<file path="src/rtl/bus_seq_ctrl.sv">
// bus_seq_ctrl -- control sequencer and common-bus controller for the basic computer.
//
// Owns the sequence counter (SC), latches the opcode decode (d) and indirect bit (i)
// from IR at T2, and drives bus select, one-hot bus source, memory requests and all
// register strobes for fetch, decode, indirect and memory-reference execution.
// Memory steps stall on mem_rdy. HLT returns to the halted state, start resumes.
//
// Optional feature: define BUS_INTR_EN to add the interrupt cycle (R flip-flop,
// INTR state, ports ien/irq/ld_tr/clr_ar/clr_pc/ien_clr).
//
// Ports:
//   clk, rst_n      clock, asynchronous active-low reset
//   ir              instruction register contents (I | opcode | address)
//   start           leaves the halted state (ignored while running)
//   mem_rdy         memory handshake, completes the current memory step
//   ien, irq        interrupt enable / request            (BUS_INTR_EN only)
//   bus_sel         bus source: 0 none,1 AR,2 PC,3 DR,4 AC,5 IR,6 TR,7 MEM
//   bus_src         one-hot of bus_sel
//   mem_rd, mem_wr  memory access request, held for the whole step
//   ld_*, inr_*     register strobes, asserted only in the completing cycle
//   rr_exec,io_exec register-reference / I/O execution strobes
//   ld_tr, clr_ar, clr_pc, ien_clr  interrupt-cycle strobes (BUS_INTR_EN only)
//   d_out, i_out    latched opcode decode and I bit
//   sc_out          current timing step
//   running         sequencer active
//   seq_err         sticky SC overflow flag
module bus_seq_ctrl #(
    parameter int DATA_W = 16,
    parameter int SC_W   = 3
) (
    input  logic              clk,
    input  logic              rst_n,
    input  logic [DATA_W-1:0] ir,
    input  logic              start,
    input  logic              mem_rdy,
`ifdef BUS_INTR_EN
    input  logic              ien,
    input  logic              irq,
`endif
    output logic [2:0]        bus_sel,
    output logic [7:0]        bus_src,
    output logic              mem_rd,
    output logic              mem_wr,
    output logic              ld_ar,
    output logic              ld_pc,
    output logic              ld_dr,
    output logic              ld_ir,
    output logic              inr_pc,
    output logic              inr_ar,
    output logic              rr_exec,
    output logic              io_exec,
`ifdef BUS_INTR_EN
    output logic              ld_tr,
    output logic              clr_ar,
    output logic              clr_pc,
    output logic              ien_clr,
`endif
    output logic [7:0]        d_out,
    output logic              i_out,
    output logic [SC_W-1:0]   sc_out,
    output logic              running,
    output logic              seq_err
);

    typedef enum logic [1:0] {
        S_HALT = 2'd0,
        S_RUN  = 2'd1,
        S_INTR = 2'd2
    } state_t;

    localparam logic [2:0] BUS_NONE = 3'd0;
    localparam logic [2:0] BUS_AR   = 3'd1;
    localparam logic [2:0] BUS_PC   = 3'd2;
    localparam logic [2:0] BUS_DR   = 3'd3;
    localparam logic [2:0] BUS_AC   = 3'd4;
    localparam logic [2:0] BUS_IR   = 3'd5;
`ifdef BUS_INTR_EN
    localparam logic [2:0] BUS_TR   = 3'd6;
`endif
    localparam logic [2:0] BUS_MEM  = 3'd7;

    state_t          state_q, state_d;
    logic [SC_W-1:0] sc_q, sc_d;
    logic [7:0]      d_q, d_d;
    logic            i_q, i_d;
    logic            err_q, err_d;
`ifdef BUS_INTR_EN
    logic            r_q, r_d;
    logic            r_set;
`endif

    logic clr;       // this step ends the instruction (SC <- 0)
    logic halt_now;  // HLT seen at T3
    logic done;      // current step completes this cycle

    // Only ir[0] (HLT) and the I/opcode fields are used here.
    logic unused_ir;
    assign unused_ir = ^ir[DATA_W-5:1];

    always_comb begin
        bus_sel  = BUS_NONE;
        mem_rd   = 1'b0;
        mem_wr   = 1'b0;
        ld_ar    = 1'b0;
        ld_pc    = 1'b0;
        ld_dr    = 1'b0;
        ld_ir    = 1'b0;
        inr_pc   = 1'b0;
        inr_ar   = 1'b0;
        rr_exec  = 1'b0;
        io_exec  = 1'b0;
`ifdef BUS_INTR_EN
        ld_tr    = 1'b0;
        clr_ar   = 1'b0;
        clr_pc   = 1'b0;
        ien_clr  = 1'b0;
        r_d      = r_q;
        r_set    = 1'b0;
`endif
        state_d  = state_q;
        sc_d     = sc_q;
        d_d      = d_q;
        i_d      = i_q;
        err_d    = err_q;
        clr      = 1'b0;
        halt_now = 1'b0;
        done     = 1'b0;

        case (state_q)
            S_HALT: begin
                if (start) begin
                    state_d = S_RUN;
                    sc_d    = '0;
                end
            end

            S_RUN: begin
                case (sc_q)
                    SC_W'(0): begin
                        bus_sel = BUS_PC;
                        ld_ar   = 1'b1;
                    end
                    SC_W'(1): begin
                        bus_sel = BUS_MEM;
                        mem_rd  = 1'b1;
                        ld_ir   = mem_rdy;
                        inr_pc  = mem_rdy;
                    end
                    SC_W'(2): begin
                        bus_sel = BUS_IR;
                        ld_ar   = 1'b1;
                        d_d     = 8'(1) << ir[DATA_W-2 -: 3];
                        i_d     = ir[DATA_W-1];
                    end
                    SC_W'(3): begin
                        if (d_q[7]) begin
                            clr = 1'b1;
                            if (!i_q) begin
                                rr_exec  = 1'b1;
                                halt_now = ir[0];  // HLT sampled straight from IR
                            end else begin
                                io_exec  = 1'b1;
                            end
                        end else if (i_q) begin
                            bus_sel = BUS_MEM;     // indirect: AR <- M[AR]
                            mem_rd  = 1'b1;
                            ld_ar   = mem_rdy;
                        end
                    end
                    SC_W'(4): begin
                        if (d_q[0] || d_q[1] || d_q[2] || d_q[6]) begin
                            bus_sel = BUS_MEM;
                            mem_rd  = 1'b1;
                            ld_dr   = mem_rdy;
                        end else if (d_q[3]) begin
                            bus_sel = BUS_AC;
                            mem_wr  = 1'b1;
                            clr     = 1'b1;
                        end else if (d_q[4]) begin
                            bus_sel = BUS_AR;
                            ld_pc   = 1'b1;
                            clr     = 1'b1;
                        end else if (d_q[5]) begin
                            bus_sel = BUS_PC;
                            mem_wr  = 1'b1;
                            inr_ar  = mem_rdy;
                        end
                    end
                    SC_W'(5): begin
                        if (d_q[0] || d_q[1] || d_q[2]) begin
                            clr = 1'b1;
                        end else if (d_q[5]) begin
                            bus_sel = BUS_AR;
                            ld_pc   = 1'b1;
                            clr     = 1'b1;
                        end
                    end
                    SC_W'(6): begin
                        if (d_q[6]) begin
                            bus_sel = BUS_DR;
                            mem_wr  = 1'b1;
                            clr     = 1'b1;
                        end
                    end
                    default: ;
                endcase
            end

`ifdef BUS_INTR_EN
            S_INTR: begin
                case (sc_q)
                    SC_W'(0): begin
                        bus_sel = BUS_PC;
                        ld_tr   = 1'b1;
                        clr_ar  = 1'b1;
                    end
                    SC_W'(1): begin
                        bus_sel = BUS_TR;
                        mem_wr  = 1'b1;
                        clr_pc  = mem_rdy;
                    end
                    default: begin
                        inr_pc  = 1'b1;
                        ien_clr = 1'b1;
                        clr     = 1'b1;
                    end
                endcase
            end
`endif

            default: state_d = S_HALT;
        endcase

        // Step completion and SC advance, shared by RUN and INTR.
        if (state_q != S_HALT) begin
            done = !(mem_rd || mem_wr) || mem_rdy;
            if (done) begin
`ifdef BUS_INTR_EN
                r_set = (state_q == S_RUN) && (sc_q >= SC_W'(3)) && ien && irq;
                if (state_q == S_INTR && clr) r_d = 1'b0;
                else                          r_d = r_q | r_set;
`endif
                if (clr) begin
                    sc_d = '0;
                    if (halt_now) begin
                        state_d = S_HALT;
`ifdef BUS_INTR_EN
                    end else if (state_q == S_INTR) begin
                        state_d = S_RUN;
                    end else if (r_q || r_set) begin
                        state_d = S_INTR;
`endif
                    end
                end else if (sc_q == '1) begin
                    err_d = 1'b1;
                    sc_d  = '0;
                end else begin
                    sc_d  = sc_q + SC_W'(1);
                end
            end
        end
    end

    always_ff @(posedge clk or negedge rst_n) begin
        if (!rst_n) begin
            state_q <= S_HALT;
            sc_q    <= '0;
            d_q     <= '0;
            i_q     <= 1'b0;
            err_q   <= 1'b0;
`ifdef BUS_INTR_EN
            r_q     <= 1'b0;
`endif
        end else begin
            state_q <= state_d;
            sc_q    <= sc_d;
            d_q     <= d_d;
            i_q     <= i_d;
            err_q   <= err_d;
`ifdef BUS_INTR_EN
            r_q     <= r_d;
`endif
        end
    end

    assign bus_src = 8'(1) << bus_sel;
    assign d_out   = d_q;
    assign i_out   = i_q;
    assign sc_out  = sc_q;
    assign running = (state_q != S_HALT);
    assign seq_err = err_q;

endmodule

</file>
<file path="config.mk">
export PLATFORM = sky130hd
export DESIGN_NAME = bus_seq_ctrl
export DESIGN_NICKNAME = d
export VERILOG_FILES = /design/src/rtl/bus_seq_ctrl.sv
export SDC_FILE = /design/constraint.sdc
export NUM_CORES = 1
export LEC_CHECK = 0
export CAP_MARGIN = 20
export CORE_UTILIZATION = 37
export CTS_CLUSTER_DIAMETER = 120
export DETAILED_ROUTE_END_ITERATION = 6
export PLACE_DENSITY = 0.86
export SETUP_SLACK_MARGIN = 0.3
export SYNTH_ARGS = -nofsm -noshare
export SYNTH_HDL_FRONTEND = slang
export SYNTH_SLANG_ARGS = --single-unit
export TNS_END_PERCENT = 5
</file>
<file path="constraint.sdc">
create_clock -name clk -period 1.87 [get_ports clk]
set_input_delay 0.187 -clock clk [delete_from_list [all_inputs] [get_ports clk]]
set_output_delay 0.187 -clock clk [all_outputs]
set_load 0.02 [all_outputs]
</file>
==> results of run 1 <==
==> cells in the mapped netlist, types with 2 or more instances <==
cell / n / area [um2]
sky130_fd_sc_hd__a211oi_2: 2 / 25.0
sky130_fd_sc_hd__nand2b_1: 3 / 18.8
sky130_fd_sc_hd__nand2_1: 23 / 86.3
sky130_fd_sc_hd__a21oi_1: 3 / 15.0
sky130_fd_sc_hd__o41ai_1: 2 / 17.5
sky130_fd_sc_hd__and3_1: 2 / 12.5
sky130_fd_sc_hd__mux2i_1: 3 / 30.0
sky130_fd_sc_hd__dfrtp_1: 15 / 375
sky130_fd_sc_hd__nor3_1: 6 / 30.0
sky130_fd_sc_hd__o31ai_1: 2 / 15.0
sky130_fd_sc_hd__nand3_1: 3 / 15.0
sky130_fd_sc_hd__nor2_1: 18 / 67.6
sky130_fd_sc_hd__nor2b_1: 3 / 18.8
sky130_fd_sc_hd__buf_4: 4 / 30.0
sky130_fd_sc_hd__nor4_1: 3 / 18.8
sky130_fd_sc_hd__a31oi_1: 2 / 12.5
sky130_fd_sc_hd__inv_1: 8 / 30.0
sky130_fd_sc_hd__o21ai_0: 7 / 35.0
sky130_fd_sc_hd__ha_1: 6 / 75.1
sky130_fd_sc_hd__nand3b_1: 4 / 30.0
sky130_fd_sc_hd__or4_1: 2 / 15.0
sky130_fd_sc_hd__o221ai_1: 3 / 26.3
==> worst max-delay path, stage by stage (launching register included) <==
cell	delay (ns)
sky130_fd_sc_hd__dfrtp_2	0.45
sky130_fd_sc_hd__inv_2	0.10
sky130_fd_sc_hd__buf_6	0.10
sky130_fd_sc_hd__ha_4	0.17
sky130_fd_sc_hd__buf_6	0.11
sky130_fd_sc_hd__nand4bb_1	0.12
sky130_fd_sc_hd__a31oi_2	0.27
sky130_fd_sc_hd__o21ai_2	0.12
sky130_fd_sc_hd__buf_4	0.15
sky130_fd_sc_hd__nand2b_4	0.14
sky130_fd_sc_hd__nor2_2	0.13
sky130_fd_sc_hd__buf_6	0.13
==> registers in the layout, summed over array words and instances, names as in the netlist <==
signal	flops
sc_out	3
d_out	8
seq_err	1
i_out	1
state_q	2
==> power breakdown <==
group	switching (mW)	internal (mW)	leakage, nW
Combinational	1.53	1.51	0.901
Sequential	0.166	0.476	0.176
Clock	0.104	0.0793	0.0177
Total	1.80	2.07	1.09
==> cell type report <==
cell class / count / area share [%]
repair buffers: 100 / 35.6
clock inverters: 1 / 0.214
clock buffers: 3 / 0.964
inverters: 9 / 1.55
flip-flops and latches: 15 / 16.2
well taps: 44 / 2.36
multi-input cells: 116 / 43.1
==> how the worst max path moves through the flow <==
| stage | end |
|---|---|
| after floorplan | bus_src[1] |
| after global placement | bus_src[7] |
| after detailed placement | bus_src[4] |
| after CTS | bus_src[1] |
| after global routing | bus_src[7] |
| final | bus_src[7] |
==> per-layer routing <==
layer / routed length (um) / vias up / track usage (%)
met4: 110 / 0 / 15.3
met5: 0 / - / 0
met3: 131 / 10 / 4.18
met1: 1880 / 722 / 29.5
li1: - / 713 / -
met2: 2410 / 47 / 44.3
==> through the flow <==
stage / std cells / worst slack (ns) / cell area [um2] / hold slack, ns / power (mW)
after floorplan: 146 / -0.221 / 1290 / -0.109 / 1.91
final: 288 / -0.571 / 2340 / 0.294 / 3.87
after detailed placement: 274 / -0.742 / 2080 / 0.469 / 3.17
after CTS: 285 / -0.539 / 2200 / 0.313 / 3.52
after global placement: 274 / -0.665 / 2080 / 0.459 / 3.08
after global routing: 288 / -0.655 / 2340 / 0.336 / 4.09
==> what timing repair did <==
| action | in CTS | in global routing |
|---|---|---|
| endpoints found under the setup margin | 40 | 30 |
| pin swaps | 14 | 11 |
| resized for setup | 128 | 25 |
| hold endpoints to repair | 0 | 0 |
| buffers inserted | 7 | 3 |
==> cell usage in the layout, fill, tap and decap left out, drive strengths merged, types with 2 or more instances in the layout <==
| master | instances |
|---|---|
| a211oi | 3 |
| a21oi | 3 |
| a31o | 2 |
| a31oi | 2 |
| and3 | 2 |
| buf | 77 |
| clkbuf | 3 |
| clkdlybuf4s50 | 10 |
| conb | 2 |
| dfrtp | 15 |
| dlygate4sd2 | 12 |
| ha | 6 |
| inv | 9 |
| mux2i | 3 |
| nand2 | 24 |
| nand2b | 3 |
| nand3 | 3 |
| nand3b | 4 |
| nor2 | 18 |
| nor2b | 3 |
| nor3 | 6 |
| nor4 | 5 |
| o21ai | 8 |
| o221ai | 3 |
| o31ai | 2 |
| o41ai | 2 |
| or4 | 2 |
==> kinds of logic (layout without fill, tap and decap cells) <==
| group | count (synthesis) | in the layout | synth area share [%] |
|---|---|---|---|
| compound gates | 30 | 30 | 20.2 |
| other cells | 1 | 2 | 0.313 |
| mux | 4 | 4 | 3.44 |
| simple gates | 74 | 74 | 32.2 |
| fa+ha+maj | 6 | 6 | 6.26 |
| buf+inv | 15 | 113 | 6.26 |
| flops | 15 | 15 | 31.3 |
==> impl_metrics.sql, run 1 <==
INSERT INTO impl_metrics (metric_group, metric, value, unit) VALUES
('outcome', 'status', 'finished, violations left', ''),
('outcome', 'violations_in_the_final_reports', 'negative setup slack', ''),
('flow_run', 'max-cap-violations', '0', ''),
('grt', 'grt_pass1_vias', '1442', ''),
('timing', 'max-slew-margin-rel', '56.2', '%'),
('cts', 'clkSlewWorstSetupHoldPaths', '0.10', 'ns'),
('cts', 'ctsHtreeMaxLevel', '1', ''),
('critical_path', 'timing.reg2reg.worst_path_depth', '9', ''),
('grt', 'overflow', '0', ''),
('critical_path', 'reg2reg_slack', '-0.37', 'ns'),
('grt', 'grt_usage', '25.6', '%'),
('yosys', 'synth_async_sr_flop_share', '100', '%'),
('critical_path', 'critPathKind', 'flop to output port', ''),
('critical_path', 'required', '1.68', 'ns'),
('cts', 'tritoncts_num_sinks', '15', ''),
('timing', 'layout_worst_path_cycle_share', '131', '%'),
('power_and_ir_drop', 'power_per_cell_area', '1660', 'nW/um2'),
('place', 'globalplace.congestion', '0.885', ''),
('critical_path', 'critical_path.reg2reg.startpoint', 'sc_out[0]$_DFF_PN0_', ''),
('critical_path', 'worst_ep_arrival_time', '2.25', 'ns'),
('final_layout', 'final.fill_count', '192', ''),
('critical_path', 'worst-path-max-fanout', '5', ''),
('detailed_routing', 'route.final.wire_length', '4540', 'um'),
('yosys', 'netlist-cell-type-count', '43', ''),
('final_layout', 'multiInputGateArea', '1010', 'um2'),
('detailed_routing', 'ant_nets', '0', ''),
('timing', 'slew_viol_final', '0', ''),
('yosys', 'post_synth_instance_area', '1200', 'um2'),
('timing', 'worst-slew-pin-transition', '0.656', 'ns'),
('critical_path', 'r2r-end', 'sc_out[1]$_DFF_PN0_', ''),
('detailed_routing', 'wl_per_cell', '15.7', 'um'),
('grt', 'initial_antenna_violation_count', '0', ''),
('timing', 'period_needed', '2.44', 'ns'),
('detailed_routing', 'drcViolationCount', '0', ''),
('yosys', 'yosys_register_bits', '15', ''),
('detailed_routing', 'dr_total_vias', '1492', ''),
('die', 'core_region_area', '3050', 'um2'),
('cts', 'postCtsHoldBufs', '0', ''),
('power_and_ir_drop', 'total_leakage_power', '1.09', 'nW'),
('worst_hold_path', 'worstHoldPathType', 'input port to asynchronous set/reset pin', ''),
('die', 'die_y', '58.9', 'um'),
('final_layout', 'fraction_of_final_layout_cells_with_drive_strength_greater_than_1', '54.5', '%'),
('final_layout', 'total_number_of_nets_in_the_final_design', '271', ''),
('timing', 'postLayoutSetupSlackWorst', '-0.571', 'ns'),
('detailed_routing', 'initialDrtViolationCount', '98', ''),
('yosys', 'synth_seq_area_share', '31.3', '%'),
('yosys', 'yosys_warnings', '0', ''),
('cts', 'clock_tree_from_tritoncts', 'yes', ''),
('timing', 'setup_repair_after_global_routing_missed_its_margin', 'yes', ''),
('critical_path', 'worst_setup_start_kind', 'flop', ''),
('die', 'initial_core_util', '39.3', '%'),
('yosys', 'syn_area_per_cell', '8.28', 'um2'),
('timing', 'fmax', '410', 'MHz'),
('critical_path', 'worst_setup_path_startpoint', 'sc_out[1]$_DFF_PN0_', ''),
('cts', 'cts-root-to-sink-buffers', '2', ''),
('die', 'num_rows', '20', ''),
('cts', 'clk_root_buffer_cell', 'sky130_fd_sc_hd__clkbuf_4', ''),
('place', 'dpl.hpwl', '3100', 'um'),
('yosys', 'synthFlopType', 'sky130_fd_sc_hd__dfrtp_1', ''),
('cts', 'clk_latency', '0.28', 'ns'),
('timing', 'setup_total_negative_slack', '-7.88', 'ns'),
('die', 'die-area', '3470', 'um2'),
('final_layout', 'final_core_utilization', '76.5', '%'),
('critical_path', 'cp-end-kind', 'output port', ''),
('yosys', 'postSynthCellCount', '145', ''),
('grt', 'wire_length_of_the_first_global_routing_pass', '6620', 'um'),
('yosys', 'synth-edff-count', '0', ''),
('detailed_routing', 'via_per_inst', '5.18', ''),
('final_layout', 'antennaDiodeCount', '0', ''),
('final_layout', 'sequential_cell_area', '379', 'um2'),
('timing', 'fin_skew', '0.0135', 'ns'),
('die', 'top_level_ports', '55', ''),
('final_layout', 'syn_to_final_growth', '94.7', '%'),
('timing', 'number_of_setup_violations_in_the_final_report', '22', ''),
('timing', 'timing_hold_violations_final', '0', ''),
('power_and_ir_drop', 'vdd_ir_drop_max', '1230', 'uV'),
('cts', 'tritoncts.num_buffers', '3', ''),
('detailed_routing', 'dr.pass1.iters', '4', ''),
('grt', 'grt_start_max_net_pins', '18', ''),
('place', 'port-buffer-count', '42', ''),
('die', 'chipWidth', '58.9', 'um');
(Power assumes the default switching activity.)
==> run 2, diff against run 1 <==
SKIP_LAST_GASP = 1   (was not set)
==> run 2 against run 1 <==
- the flow still finishes with violations (negative setup slack)
- critical path type unchanged
- largest cell class unchanged
- via count increased by 0.34%
- combinational power decreased by 1%
- utilization shrank 2.3 points
- die area is the same
- wire length down 0.29%
- sequential cell count unchanged
- worst hold slack worse by 0.00067 ns
- global-route usage is 0.058 points higher
- sequential power barely moved
- clock skew shrank 0.0081 ns
==> impl_metrics.sql, run 2 (same netlist as run 1, synthesis figures left out) <==
INSERT INTO impl_metrics (metric_group, metric, value, unit) VALUES
('die', 'initial_core_util', '39.3', '%'),
('cts', 'tritoncts_num_sinks', '15', ''),
('final_layout', 'total_number_of_nets_in_the_final_design', '270', ''),
('critical_path', 'reg2reg_slack', '-0.53', 'ns'),
('cts', 'tritoncts.num_buffers', '3', ''),
('power_and_ir_drop', 'seq_power_share', '16.7', '%'),
('detailed_routing', 'wl_per_cell', '15.8', 'um'),
('final_layout', 'largest_register_ff_count', '8', ''),
('critical_path', 'cpMostUsedCell', 'sky130_fd_sc_hd__ha_4', ''),
('power_and_ir_drop', 'vdd_ir_drop_max', '1200', 'uV'),
('critical_path', 'path_buf_inv', '2', ''),
('final_layout', 'mostFrequentLayoutCells', 'sky130_fd_sc_hd__buf_4 (56), sky130_fd_sc_hd__clkdlybuf4s50_1 (27), sky130_fd_sc_hd__nand2_1 (22), sky130_fd_sc_hd__nor2_1 (12), sky130_fd_sc_hd__dfrtp_1 (12)', ''),
('detailed_routing', 'dr_total_vias', '1497', ''),
('detailed_routing', 'route.final.wire_length', '4520', 'um'),
('power_and_ir_drop', 'power.combinational.fraction', '78.4', '%'),
('detailed_routing', 'drcViolationCount', '0', ''),
('place', 'dpl.cell_count', '274', ''),
('critical_path', 'required', '1.68', 'ns'),
('timing', 'period_needed', '2.51', 'ns'),
('critical_path', 'cp-end-kind', 'output port', ''),
('place', 'port-buffer-count', '42', ''),
('final_layout', 'multiInputGateArea', '938', 'um2'),
('power_and_ir_drop', 'p_sw_share', '46.0', '%'),
('final_layout', 'final_core_utilization', '74.3', '%'),
('die', 'die-area', '3470', 'um2'),
('final_layout', 'sequential_cell_area', '379', 'um2'),
('cts', 'cts-root-to-sink-buffers', '2', ''),
('critical_path', 'cpPeakStageDelay', '0.48', 'ns'),
('detailed_routing', 'via_per_inst', '5.22', ''),
('timing', 'timing_hold_violations_final', '0', ''),
('critical_path', 'worst-path-max-fanout', '4', ''),
('place', 'globalplace.congestion', '0.885', ''),
('timing', 'number_of_setup_violations_in_the_final_report', '25', ''),
('grt', 'wire_length_of_the_first_global_routing_pass', '6630', 'um'),
('critical_path', 'worst_setup_start_kind', 'flop', ''),
('timing', 'setup_repair_after_global_routing_missed_its_margin', 'yes', ''),
('die', 'die_y', '58.9', 'um'),
('outcome', 'violations_in_the_final_reports', 'negative setup slack', ''),
('power_and_ir_drop', 'power.switching', '1.76', 'mW'),
('detailed_routing', 'initialDrtViolationCount', '93', ''),
('grt', 'overflow', '0', ''),
('cts', 'clk_latency', '0.28', 'ns'),
('grt', 'grt_start_max_net_pins', '18', ''),
('outcome', 'status', 'finished, violations left', ''),
('timing', 'worst-slew-pin-transition', '0.650', 'ns'),
('power_and_ir_drop', 'share_clk_of_total_power', '4.9', '%'),
('critical_path', 'path_delay_family', 'compound AO/OA/AOI/OAI gates', ''),
('power_and_ir_drop', 'total_leakage_power', '1.04', 'nW'),
('critical_path', 'critPathKind', 'flop to output port', ''),
('power_and_ir_drop', 'internal_power', '2.07', 'mW'),
('detailed_routing', 'dr.pass1.iters', '4', ''),
('cts', 'clock_tree_from_tritoncts', 'yes', ''),
('final_layout', 'final.fill_count', '212', ''),
('critical_path', 'critical_path.reg2reg.startpoint', 'sc_out[0]$_DFF_PN0_', ''),
('critical_path', 'worst_setup_path_startpoint', 'sc_out[0]$_DFF_PN0_', ''),
('grt', 'grt_pass1_vias', '1432', ''),
('cts', 'clkSlewWorstSetupHoldPaths', '0.10', 'ns'),
('die', 'core_region_area', '3050', 'um2'),
('die', 'chipWidth', '58.9', 'um'),
('timing', 'postLayoutSetupSlackWorst', '-0.638', 'ns'),
('critical_path', 'timing.critical_path.cells', 'ha_4 -> ha_4 -> nand3b_1 -> o221ai_4 -> a211oi_2 -> buf_4 -> o21ai_1 -> nor2_2 -> buf_2', ''),
('power_and_ir_drop', 'power_per_cell_area', '1690', 'nW/um2'),
('timing', 'layout_worst_path_cycle_share', '134', '%'),
('cts', 'postCtsHoldBufs', '0', ''),
('worst_hold_path', 'worstHoldPathType', 'input port to asynchronous set/reset pin', ''),
('timing', 'fmax', '399', 'MHz'),
('grt', 'initial_antenna_violation_count', '0', ''),
('final_layout', 'layout.cells.most_common', 'sky130_fd_sc_hd__buf_4', ''),
('timing', 'slew_viol_final', '0', ''),
('grt', 'grt_usage', '25.7', '%'),
('place', 'dpl.hpwl', '3100', 'um'),
('flow_run', 'max-cap-violations', '0', ''),
('timing', 'max-slew-margin-rel', '56.5', '%'),
('place', 'pre_cts_slack', '-0.742', 'ns'),
('die', 'num_rows', '20', ''),
('detailed_routing', 'ant_nets', '0', ''),
('final_layout', 'antennaDiodeCount', '0', ''),
('critical_path', 'worst_ep_arrival_time', '2.32', 'ns'),
('critical_path', 'crit_cells', '9', ''),
('timing', 'fin_skew', '0.00539', 'ns'),
('cts', 'clk_root_buffer_cell', 'sky130_fd_sc_hd__clkbuf_4', ''),
('cts', 'ctsHtreeMaxLevel', '1', ''),
('critical_path', 'timing.reg2reg.worst_path_depth', '9', ''),
('final_layout', 'stdcell_count', '287', ''),
('final_layout', 'fraction_of_final_layout_cells_with_drive_strength_greater_than_1', '44.9', '%'),
('timing', 'finalHoldWorstSlack', '0.294', 'ns'),
('critical_path', 'standard_cell_with_the_maximum_stage_delay_on_the_critical_path', 'sky130_fd_sc_hd__dfrtp_2', ''),
('final_layout', 'syn_to_final_growth', '88.9', '%'),
('die', 'top_level_ports', '55', '');
-- run 2: cell types whose count changed in the layout (fill, tap and decap cells not counted), moves of 2 or more --
| cell | before | now |
|---|---|---|
| sky130_fd_sc_hd__a21oi_2 | 2 | 0 |
| sky130_fd_sc_hd__clkdlybuf4s50_1 | 10 | 27 |
| sky130_fd_sc_hd__buf_4 | 61 | 56 |
| sky130_fd_sc_hd__buf_6 | 12 | 5 |
| sky130_fd_sc_hd__nor4_2 | 2 | 0 |
| sky130_fd_sc_hd__dlygate4sd2_1 | 12 | 7 |
| sky130_fd_sc_hd__nor2_2 | 5 | 3 |
| sky130_fd_sc_hd__a21oi_1 | 1 | 3 |
| sky130_fd_sc_hd__o41ai_2 | 2 | 0 |
| sky130_fd_sc_hd__o41ai_1 | 0 | 2 |
| sky130_fd_sc_hd__nor3_1 | 3 | 5 |
| sky130_fd_sc_hd__nor3_2 | 3 | 1 |
-- run 2: final timing paths --
check | end
min in group clk | seq_err$_DFFE_PN0P_
min reg2reg | seq_err$_DFFE_PN0P_
max reg2reg | sc_out[2]$_DFF_PN0_
min | d_out[5]$_DFFE_PN0P_
max | bus_src[4]
max in group asynchronous | sc_out[0]$_DFF_PN0_
-- run 2: cell type report --
cell class,instances,area share (%)
multi-input combinational,116,41.4
timing repair buffer,99,36.5
sequential,15,16.7
tap,44,2.43
inverter,9,1.71
clock buffer,3,0.993
clock inverter,1,0.221
-- run 2: power by group through the flow --
stage	Combinational [mW]	Sequential [mW]	Clock [mW]
floorplan	1.03	0.882	0
global placement	2.48	0.606	0
detailed placement	2.55	0.614	0
CTS	2.71	0.622	0.184
global route	3.20	0.656	0.203
finish	3.01	0.640	0.187
-- run 2: metrics by stage --
step	instance area, um2	power, mW	setup TNS [ns]
final	2270	3.84	-12.44
after global routing	2270	4.06	-14.21
after CTS	2180	3.51	-10.32
after detailed placement	2080	3.17	-10.13
after global placement	2080	3.08	-8.92
after floorplan	1290	1.91	-1.56
-- run 2: repair_timing --
item,4_1_cts,5_1_grt
hold endpoints to repair,0,0
setup endpoints to repair,40,42
buffers inserted,7,2
gates resized for setup,53,15
pin swaps,8,7
-- run 2: per-layer routing --
layer,share of wire [%],global-route usage (%)
met4,2.1,9.52
met3,5.1,2.42
met2,52,45.8
met5,0,0
met1,41,31.9
==> run 3, diff against run 2 <==
SKIP_CTS_REPAIR_TIMING = 1   (was not set)
==> run 3 against run 2 <==
- the flow still finishes with violations (negative setup slack)
- worst hold slack better by 0.0057 ns
- maximum frequency up 2.1%
- clock skew about the same
- setup slack improved by 0.051 ns
- via count down 2.7%
- count of clock-buffer cells in the layout stayed put
- largest power group unchanged
==> impl_metrics.sql, run 3 (same netlist as run 1, synthesis figures left out) <==
INSERT INTO impl_metrics (metric_group, metric, value, unit) VALUES
('final_layout', 'stdcell_count', '279', ''),
('critical_path', 'timing.critical_path.cells', 'ha_2 -> ha_4 -> nand3b_1 -> o221ai_4 -> a211oi_2 -> or4_4 -> nor2_4 -> buf_4', ''),
('detailed_routing', 'dr.pass1.iters', '4', ''),
('place', 'pre_cts_slack', '-0.742', 'ns'),
('power_and_ir_drop', 'vdd_ir_drop_max', '1030', 'uV'),
('place', 'globalplace.congestion', '0.885', ''),
('final_layout', 'multiInputGateArea', '868', 'um2'),
('cts', 'clock_tree_from_tritoncts', 'yes', ''),
('timing', 'fmax', '407', 'MHz'),
('place', 'dpl.cell_count', '274', ''),
('timing', 'worst-slew-pin-transition', '0.653', 'ns'),
('timing', 'postLayoutSetupSlackWorst', '-0.587', 'ns'),
('final_layout', 'sequential_cell_area', '379', 'um2'),
('final_layout', 'antennaDiodeCount', '0', ''),
('critical_path', 'required', '1.68', 'ns'),
('cts', 'tritoncts.num_buffers', '3', ''),
('detailed_routing', 'wl_per_cell', '14.7', 'um'),
('detailed_routing', 'via_per_inst', '5.22', ''),
('critical_path', 'path_delay_family', 'simple AND/OR/NAND/NOR gates', ''),
('cts', 'clk_root_buffer_cell', 'sky130_fd_sc_hd__clkbuf_4', ''),
('critical_path', 'worst-path-max-fanout', '4', ''),
('power_and_ir_drop', 'total_power', '3.49', 'mW'),
('final_layout', 'total_number_of_nets_in_the_final_design', '262', ''),
('grt', 'grt_pass1_vias', '1348', ''),
('critical_path', 'critPathKind', 'flop to output port', ''),
('cts', 'ctsHtreeMaxLevel', '1', ''),
('timing', 'slew_viol_final', '0', ''),
('critical_path', 'worst_setup_start_kind', 'flop', ''),
('die', 'top_level_ports', '55', ''),
('place', 'dpl.hpwl', '3100', 'um'),
('die', 'initial_core_util', '39.3', '%'),
('cts', 'clkSlewWorstSetupHoldPaths', '0.09', 'ns'),
('final_layout', 'syn_to_final_growth', '79.1', '%'),
('detailed_routing', 'initialDrtViolationCount', '72', ''),
('power_and_ir_drop', 'power_per_cell_area', '1620', 'nW/um2'),
('timing', 'setup_repair_after_global_routing_missed_its_margin', 'yes', ''),
('final_layout', 'largest_register_ff_count', '8', ''),
('critical_path', 'path_buf_inv', '1', ''),
('grt', 'wire_length_of_the_first_global_routing_pass', '5910', 'um'),
('grt', 'grt_usage', '22.6', '%'),
('die', 'core_region_area', '3050', 'um2'),
('grt', 'initial_antenna_violation_count', '0', ''),
('cts', 'tritoncts_num_sinks', '15', ''),
('detailed_routing', 'drcViolationCount', '0', ''),
('die', 'die_y', '58.9', 'um'),
('grt', 'overflow', '0', ''),
('cts', 'clk_latency', '0.28', 'ns'),
('timing', 'fin_skew', '0.00558', 'ns'),
('place', 'port-buffer-count', '42', ''),
('critical_path', 'cpPeakStageDelay', '0.59', 'ns'),
('outcome', 'violations_in_the_final_reports', 'negative setup slack', ''),
('final_layout', 'mostFrequentLayoutCells', 'sky130_fd_sc_hd__buf_4 (49), sky130_fd_sc_hd__clkdlybuf4s50_1 (27), sky130_fd_sc_hd__nand2_1 (22), sky130_fd_sc_hd__nor2_1 (13), sky130_fd_sc_hd__dfrtp_1 (12)', ''),
('timing', 'period_needed', '2.46', 'ns'),
('cts', 'cts-root-to-sink-buffers', '2', ''),
('critical_path', 'cp-end-kind', 'output port', ''),
('detailed_routing', 'route.final.wire_length', '4090', 'um'),
('final_layout', 'fraction_of_final_layout_cells_with_drive_strength_greater_than_1', '40.4', '%'),
('final_layout', 'layout.cells.most_common', 'sky130_fd_sc_hd__buf_4', ''),
('critical_path', 'standard_cell_with_the_maximum_stage_delay_on_the_critical_path', 'sky130_fd_sc_hd__or4_4', ''),
('timing', 'number_of_setup_violations_in_the_final_report', '25', ''),
('worst_hold_path', 'worstHoldPathType', 'input port to asynchronous set/reset pin', ''),
('final_layout', 'final.fill_count', '234', ''),
('critical_path', 'worst_ep_arrival_time', '2.27', 'ns'),
('timing', 'max-slew-margin-rel', '56.3', '%'),
('grt', 'grt_start_max_net_pins', '18', ''),
('die', 'num_rows', '20', ''),
('detailed_routing', 'ant_nets', '0', ''),
('timing', 'timing_hold_violations_final', '0', ''),
('die', 'die-area', '3470', 'um2'),
('flow_run', 'max-cap-violations', '0', ''),
('detailed_routing', 'dr_total_vias', '1457', ''),
('timing', 'layout_worst_path_cycle_share', '131', '%'),
('power_and_ir_drop', 'total_leakage_power', '1.09', 'nW'),
('die', 'chipWidth', '58.9', 'um'),
('outcome', 'status', 'finished, violations left', '');
## run 3: changes by cell type in the layout (fill, tap and decap cells not counted), moves of 3 or more
cell	change
sky130_fd_sc_hd__buf_4	-7
sky130_fd_sc_hd__dlymetal6s2s_1	+8
sky130_fd_sc_hd__buf_2	-3
sky130_fd_sc_hd__dlygate4sd2_1	-7
sky130_fd_sc_hd__clkbuf_2	+4
sky130_fd_sc_hd__buf_6	-3
## run 3: final timing paths
kind	startpoint	endpoint	slack (ns)	depth (start not counted)
worst max register to register	sc_out[0]$_DFF_PN0_	sc_out[0]$_DFF_PN0_	-0.46	9
worst min register to register	seq_err$_DFFE_PN0P_	seq_err$_DFFE_PN0P_	0.49	1
worst max-delay path	sc_out[0]$_DFF_PN0_	bus_src[5]	-0.59	8
max in group asynchronous	rst_n	sc_out[1]$_DFF_PN0_	1.11	1
worst min-delay path	rst_n	d_out[2]$_DFFE_PN0P_	0.30	1
min in group clk	seq_err$_DFFE_PN0P_	seq_err$_DFFE_PN0P_	0.49	1
## run 3: area by class of cell
| type | count | area share [%] |
|---|---|---|
| clock buffer | 3 | 1.05 |
| tap | 44 | 2.56 |
| inverter | 9 | 1.57 |
| sequential | 15 | 17.6 |
| timing repair buffer | 91 | 36.6 |
| clock inverter | 1 | 0.233 |
| multi-input combinational | 116 | 40.4 |
## run 3: through the flow
stage | utilization [%] | setup TNS [ns] | hold slack (ns) | cell area, um2
finish | 70.4 | -10.58 | 0.299 | 2150
CTS | 69.0 | -16.54 | 0.313 | 2110
floorplan | - | -1.56 | -0.109 | 1290
global placement | 68.1 | -8.92 | 0.459 | 2080
detailed placement | 68.1 | -10.13 | 0.469 | 2080
global route | 70.4 | -12.52 | 0.349 | 2150
## run 3: metal layers
layer  wire length [um]  share of wire [%]  global-route usage [%]
met1               1680                 41                    27.6
met3                190                4.6                    1.98
met4                163                4.0                    9.18
met5                  0                  0                       0
met2               2060                 50                    40.7
## run 3: where the power goes
part           internal [mW]  leakage [nW]  switching (mW)
Clock                 0.0793        0.0177           0.101
Sequential             0.476         0.176           0.141
Combinational           1.35         0.892            1.34
